## src/rtl/microcode_sequencer.sv

```systemverilog
// Micro-instruction sequencer: decodes WRITE / READ-range / GO words and drives the
// sample memory, the streamed read-out port and the compute-core start/done handshake.
module microcode_sequencer #(
  parameter int RD_LATENCY = 1,
  parameter int GO_TIMEOUT = 0
) (
  input  logic        clk,
  input  logic        rst,
  input  logic        instr_valid,
  input  logic [31:0] instr_data,
  output logic        instr_ready,
  output logic        mem_wr_en,
  output logic        mem_rd_en,
  output logic [14:0] mem_addr,
  output logic [14:0] mem_wr_data,
  input  logic [14:0] mem_rd_data,
  output logic        out_valid,
  output logic [14:0] out_data,
  input  logic        out_ready,
  output logic        core_go,
  input  logic        core_done,
  output logic        busy,
  output logic        err_range,
  output logic        err_timeout
);

  typedef enum logic [2:0] {
    S_IDLE,
    S_WRITE,
    S_RD_SETUP,
    S_RD_ISSUE,
    S_RD_WAIT,
    S_RD_OUT,
    S_GO_PULSE,
    S_GO_WAIT
  } state_t;

  state_t      state;
  state_t      state_nxt;
  logic [15:0] cur;      // address field / read cursor; 16 bits so end=0x7FFF cannot wrap
  logic [14:0] lo;       // write data or read end address
  logic [14:0] rd_word;
  logic [2:0]  lat_cnt;
  logic [31:0] go_cnt;

  logic accept;
  logic range_empty;
  logic last_word;
  logic lat_done;
  logic timeout_hit;

  assign accept      = instr_valid && instr_ready;
  assign range_empty = ({1'b0, lo} < cur);
  assign last_word   = (cur == {1'b0, lo});
  assign lat_done    = (lat_cnt == 3'(RD_LATENCY));
  assign timeout_hit = (GO_TIMEOUT > 0) && (go_cnt == 32'(GO_TIMEOUT));

  // Gated by rst so the handshake is closed while reset is held.
  assign instr_ready = (state == S_IDLE) && !rst;
  assign busy        = (state != S_IDLE);
  assign mem_addr    = cur[14:0];
  assign mem_wr_data = (state == S_WRITE) ? lo : 15'd0;
  assign out_data    = rd_word;

  always_comb begin
    state_nxt   = state;
    mem_wr_en   = 1'b0;
    mem_rd_en   = 1'b0;
    out_valid   = 1'b0;
    core_go     = 1'b0;
    err_range   = 1'b0;
    err_timeout = 1'b0;
    case (state)
      S_IDLE: begin
        if (accept) begin
          if (instr_data[31])      state_nxt = S_GO_PULSE;
          else if (instr_data[30]) state_nxt = S_RD_SETUP;
          else                     state_nxt = S_WRITE;
        end
      end
      S_WRITE: begin
        mem_wr_en = 1'b1;
        state_nxt = S_IDLE;
      end
      S_RD_SETUP: begin
        if (range_empty) begin
          err_range = 1'b1;
          state_nxt = S_IDLE;
        end else begin
          state_nxt = S_RD_ISSUE;
        end
      end
      S_RD_ISSUE: begin
        mem_rd_en = 1'b1;
        state_nxt = S_RD_WAIT;
      end
      S_RD_WAIT: begin
        if (lat_done) state_nxt = S_RD_OUT;
      end
      S_RD_OUT: begin
        out_valid = 1'b1;
        if (out_ready) state_nxt = last_word ? S_IDLE : S_RD_ISSUE;
      end
      S_GO_PULSE: begin
        core_go   = 1'b1;
        state_nxt = S_GO_WAIT;
      end
      S_GO_WAIT: begin
        if (core_done) begin
          state_nxt = S_IDLE;
        end else if (timeout_hit) begin
          err_timeout = 1'b1;
          state_nxt   = S_IDLE;
        end
      end
      default: state_nxt = S_IDLE;
    endcase
  end

  always_ff @(posedge clk) begin
    if (rst) begin
      state   <= S_IDLE;
      cur     <= 16'd0;
      lo      <= 15'd0;
      rd_word <= 15'd0;
      lat_cnt <= 3'd0;
      go_cnt  <= 32'd0;
    end else begin
      state <= state_nxt;
      // GO words leave the address fields untouched so mem_addr keeps its last value.
      if (accept && !instr_data[31]) begin
        cur <= {1'b0, instr_data[29:15]};
        lo  <= instr_data[14:0];
      end
      if (state == S_RD_OUT && out_ready && !last_word) cur <= cur + 16'd1;
      if (state == S_RD_ISSUE)     lat_cnt <= 3'd1;
      else if (state == S_RD_WAIT) lat_cnt <= lat_cnt + 3'd1;
      if (state == S_RD_WAIT && lat_done) rd_word <= mem_rd_data;
      if (state == S_GO_PULSE)     go_cnt <= 32'd1;
      else if (state == S_GO_WAIT) go_cnt <= go_cnt + 32'd1;
    end
  end

endmodule

```

## config.mk

```make
export PLATFORM = sky130hd
export DESIGN_NAME = microcode_sequencer
export DESIGN_NICKNAME = d
export VERILOG_FILES = /design/src/rtl/microcode_sequencer.sv
export SDC_FILE = /design/constraint.sdc
export NUM_CORES = 1
export LEC_CHECK = 0
export BUFFER_PORTS_ARGS = -buffer_cell sky130_fd_sc_hd__buf_4
export CAP_MARGIN = 0
export CORE_MARGIN = 4
export CORE_UTILIZATION = 52
export CTS_BUF_LIST = sky130_fd_sc_hd__clkbuf_4
export CTS_CLUSTER_SIZE = 12
export DETAILED_ROUTE_END_ITERATION = 10
export GPL_TIMING_DRIVEN = 0
export PLACE_DENSITY = 0.83
export RECOVER_POWER = 100
export SLEW_MARGIN = 20
export SYNTH_ARGS = -nofsm -noshare
export SYNTH_HDL_FRONTEND = slang
export SYNTH_SLANG_ARGS = --single-unit
```

## constraint.sdc

```tcl
create_clock -name clk -period 2.8 [get_ports clk]
set_input_delay 0 -clock clk [delete_from_list [all_inputs] [get_ports clk]]
set_output_delay 0 -clock clk [all_outputs]
set_load 0.02 [all_outputs]
```

; ---- Word-level counts from Yosys, hierarchy flattened
; Index checks and enable logic that the tools add are counted.
[classes]
addsub = 2
n_mul = 0
n_div = 0
magnitude_cmp = 1
n_eq_ne = 13
shifts = 0
muxes = 20
bitwise_logic = 0
reduce_logical = 15
[op_table]
columns = op, n
row1 = $mux 16, 2
row2 = $pmux 3 s8, 1
row3 = $add 16x1->16 const B, 1
row4 = $eq 16x15->1, 1
row5 = $lt 15x16->1, 1
row6 = $mux 15, 1
row7 = $mux 3, 5
row8 = $eq 3x3->1 const B, 4
row9 = $mux 1, 8
row10 = $ne 2x2->1 const B, 4
row11 = $eq 3x1->1 const B, 2
row12 = $eq 3x2->1 const B, 2
row13 = $logic_and 1x1->1, 6
row14 = $mux 2, 3
row15 = $reduce_and 4->1, 1
row16 = $reduce_bool 2->1, 2
row17 = $add 3x1->3 const B, 1
row18 = $logic_not 1->1, 3
row19 = $logic_not 3->1, 1
row20 = $reduce_bool 3->1, 1
row21 = $reduce_or 2->1, 1
[word_totals]
register_bits = 52
latch_bits = 0
mem_bits_rw = 0
romBits = 0
in_bits = 52
mem_count = 0

; ---- Longest topological paths before layout
[depth]
ltp_word = 6
ltp_mapped = 8

; ---- Worst setup path before layout
; OpenSTA, ideal clock, no wires.
[synth_timing]
path_kind = register -> register
start = reg cur[7]
end = reg cur[0]
setup_time_ns = 0.112
arrival_ns = 1.979
t_required_ns = 2.688
path_slack_ns = 0.709
path_stages_with_launch = 7
n_path_buf = 0
synth_period_minus_slack_ns = 2.091
path_cell_list = dfxtp_1 inv_1 ha_1 nand4_1 nor4_4 nor2_1 a2111oi_1
[synth_between]
elab_chain_len = 4
word_cells_on_any_way = 5
classes_between = 1 x eq/ne / 1 x mux / 3 x reduce/logical
[synth_lines]
columns = item, line_no
row1 = "start, declared", 40  ; logic [15:0] cur;
row2 = "start signal, assigned", 132  ; cur <= {1'b0, instr_data[29:15]};
row3 = "start signal, assigned", 135  ; if (state == S_RD_OUT && out_ready && !last_word) cur <= cur + 16'd1;
row4 = $eq 16x15->1 (*), 54  ; assign last_word = (cur == {1'b0, lo});
row5 = $logic_not 1->1 (*), 135
row6 = $logic_and 1x1->1 (*), 135
row7 = $mux 16 or $reduce_bool 2->1 (tied branches), -
; Every way passes the cells marked *; elsewhere a longest branch is shown, timed or not.
; A chain may end at the register's enable or synchronous reset.

; ---- Worst setup path in the final report
[layout_timing]
start = reg cur[8]
end = reg cur[0]
; The elaborated chain is that of the path after synthesis.

==> insert_results.sql <==
INSERT INTO impl_metrics (metric_group, metric, value, unit) VALUES
('status', 'run_status', 'finished clean', ''),
('sta', 'period_needed', '2.61', 'ns'),
('grt', 'grt.overflow.total', '0', ''),
('pwr', 'p_per_area', '556', 'nW/µm²'),
('final_layout', 'post-route-cell-area', '4280', 'µm²'),
('grt', 'grt_first_pass_wirelength', '15600', 'µm'),
('yosys', 'most_common_cell_in_the_netlist', 'nand2_1', ''),
('route', 'drc_violation_total_after_the_first_tritonroute_iteration', '205', ''),
('worst_setup_path', 'r2r-end', 'cur[0]', ''),
('route', 'vias_per_cell', '5.45', ''),
('yosys', 'synth_cells', '385', ''),
('cts', 'postCtsSetupRepairBufs', '0', ''),
('final_layout', 'finish.cell_count_without_fillers', '614', ''),
('grt', 'grt_start_max_net_pins', '17', ''),
('floorplan', 'design.portCount', '105', ''),
('cts', 'clock_tree.buffer_depth', '2', ''),
('yosys', 'synth.net_count', '455', ''),
('flow_run', 'max_cap_violations', '0', ''),
('floorplan', 'die_w', '84.1', 'µm'),
('place', 'dp_cells', '560', ''),
('yosys', 'yosys_register_bits', '52', ''),
('route', 'routed_wirelength', '9420', 'µm'),
('cts', 'clock_latency', '0.38', 'ns'),
('sta', 'final-setup-viol-count', '0', ''),
('cts', 'cts_max_level', '2', ''),
('worst_setup_path', 'r2r_slack', '0.19', 'ns'),
('final_layout', 'diodes', '0', ''),
('final_layout', 'syn2layout_area_growth', '42.3', '%'),
('worst_setup_path', 'timing.critical_path.from_type', 'flip-flop', ''),
('floorplan', 'floorplan.core_area', '5570', 'µm²'),
('yosys', 'netlist_top_cells_count', 'nand2_1 (78), dfxtp_1 (52), a21oi_1 (49)', ''),
('pwr', 'vdd.ir_drop.worst', '0.486', 'mV'),
('route', 'ant_nets', '0', ''),
('worst_setup_path', 'cp_max_fanout', '9', ''),
('cts', 'clk_root_buffer_cell', 'clkbuf_4', ''),
('worst_setup_path', 'cp.arrival', '2.88', 'ns'),
('yosys', 'yosysTopAreaCellShare', '0.346', ''),
('cts', 'tritoncts_clock_tree', 'yes', ''),
('worst_setup_path', 'path_class', 'flip-flop to flip-flop', ''),
('sta', 'timing.fmax', '383', 'MHz'),
('place', 'gp_congestion', '0.904', ''),
('final_layout', 'layout.nets', '611', ''),
('hold_path', 'classification_of_the_worst_slack_hold_path', 'input port to flip-flop', ''),
('route', 'drt_first_pass_iters', '4', ''),
('grt', 'gr-usage-all-layers', '0.264', ''),
('yosys', 'post_synth_main_area_contributors', 'dfxtp_1 (35%), nand2_1 (9.7%), a21oi_1 (8.1%)', ''),
('worst_setup_path', 'timing.critical_path.from', 'cur[8]', ''),
('sta', 'worst_slew_pin_slew', '0.681', 'ns'),
('floorplan', 'number_of_cell_rows', '27', ''),
('floorplan', 'area_enclosed_by_the_die_boundary', '7070', 'µm²'),
('route', 'drt_drc_violations_left', '0', ''),
('sta', 'timing.final.ws_setup', '0.188', 'ns'),
('pwr', 'leakagePower', '1.73', 'nW'),
('grt', 'antenna_found_initial', '0', ''),
('sta', 'timing.final.crit_share', '0.933', ''),
('floorplan', 'start_util', '0.540', ''),
('yosys', 'async_set_or_reset_register_ratio_after_synthesis', '0', ''),
('place', 'detailedPlace.worstSlack', '0.234', 'ns'),
('yosys', 'synth-seq-area-share', '0.346', ''),
('place', 'placed_area', '3870', 'µm²'),
('yosys', 'synth_area_per_cell', '7.82', 'µm²'),
('worst_setup_path', 'critPathCaptureType', 'flip-flop', ''),
('cts', 'cts.reportedPaths.clkPinSlew', '0.16', 'ns'),
('floorplan', 'fp.dieH', '84.1', 'µm'),
('cts', 'clock_sink_count', '52', ''),
('sta', 'skew', '0.0173', 'ns'),
('yosys', 'synth_cell_types', '54', ''),
('yosys', 'synthesis.area', '3010', 'µm²'),
('cts', 'post_cts_resize_count', '0', ''),
('hold_path', 'hold_depth', '4', ''),
('route', 'vias', '3347', '');
==> power breakdown <==
part	total (mW)	switching, mW	internal, mW
sequential	0.905	0.0838	0.821
clock	0.360	0.250	0.110
combinational	1.12	0.682	0.437
==> worst max-delay path, cell delays in order, from the launching register on <==
cell and delay (ns):
dfxtp_1 0.45, inv_1 0.11, ha_1 0.29, nand4_1 0.24, nor4_4 0.64, nor2_1 0.31, a2111oi_0 0.45
==> cells in the final DEF (no fill, tap or decap), types with 4 or more instances in the layout <==
master,n
a21oi_1,49
nand2_1,78
dfxtp_1,52
and3_1,7
a211oi_1,5
ha_1,18
nand2b_1,4
dlygate4sd3_1,46
o21ai_0,9
nand3_1,6
buf_4,80
a31oi_1,5
and2_1,11
inv_1,20
nand4_1,7
clkbuf_1,42
and2_0,5
clkbuf_4,19
nor2_1,10
nor3_1,8
==> metrics by stage <==
step	hold WS [ns]	total power, mW	utilization
5_1_grt	0.0203	2.53	0.769
2_1_floorplan	0.136	1.66	-
4_1_cts	0.00321	2.44	0.789
6_report	0.0128	2.38	0.769
3_5_place_dp	0.255	2.03	0.695
3_3_place_gp	0.247	2.00	0.695
==> sequential cells by signal (all words and copies together) (netlist names) <==
signal	count
cur	16
lat_cnt	3
out_data	15
lo	15
state	3
==> cell families (layout without fill, tap and decap cells) <==
family / after synthesis / count (layout) / synth area share
AND/OR/NAND/NOR: 158 / 158 / 0.273
AO/OA/AOI/OAI: 99 / 99 / 0.206
buffers and inverters: 55 / 212 / 0.0919
flip-flops: 52 / 52 / 0.346
adder cells (fa/ha/maj): 18 / 18 / 0.0748
multiplexers: 2 / 2 / 0.00665
other: 1 / 1 / 0.00125
==> worst min path at each step <==
| stage | startpoint | end | slack, ns |
|---|---|---|---|
| after detailed placement | mem_rd_data[11] | out_data[11] | 0.26 |
| final | instr_valid | state[0] | 0.01 |
| after CTS | instr_valid | state[0] | 0.003 |
| after floorplan | instr_data[0] | lo[0] | 0.14 |
| after global routing | instr_valid | state[0] | 0.02 |
| after global placement | mem_rd_data[5] | out_data[5] | 0.25 |
==> cell type report <==
| cell class | instances | area (µm²) | share of cell area |
|---|---|---|---|
| multi-input cells | 278 | 1680 | 0.392 |
| repair buffers | 149 | 1140 | 0.266 |
| flip-flops and latches | 52 | 1040 | 0.243 |
| plain buffers | 35 | 199 | 0.0464 |
| well taps | 72 | 90.1 | 0.0210 |
| inverters | 20 | 75.1 | 0.0175 |
| clock buffers | 6 | 45.0 | 0.0105 |
| clock inverters | 2 | 16.3 | 0.00380 |
==> metal layers <==
layer | up-vias | wire length [µm] | global-route usage
met5 | - | 0 | 0
met1 | 1507 | 3760 | 0.311
met3 | 18 | 908 | 0.0701
li1 | 1660 | - | -
met2 | 162 | 4570 | 0.465
met4 | 0 | 175 | 0.0789
==> repair_timing <==
action,in CTS,in global routing
endpoints found under the setup margin,0,0
hold endpoints to repair,46,0
hold buffers,46,0
No activity file was read; power rests on OpenSTA's default activity.
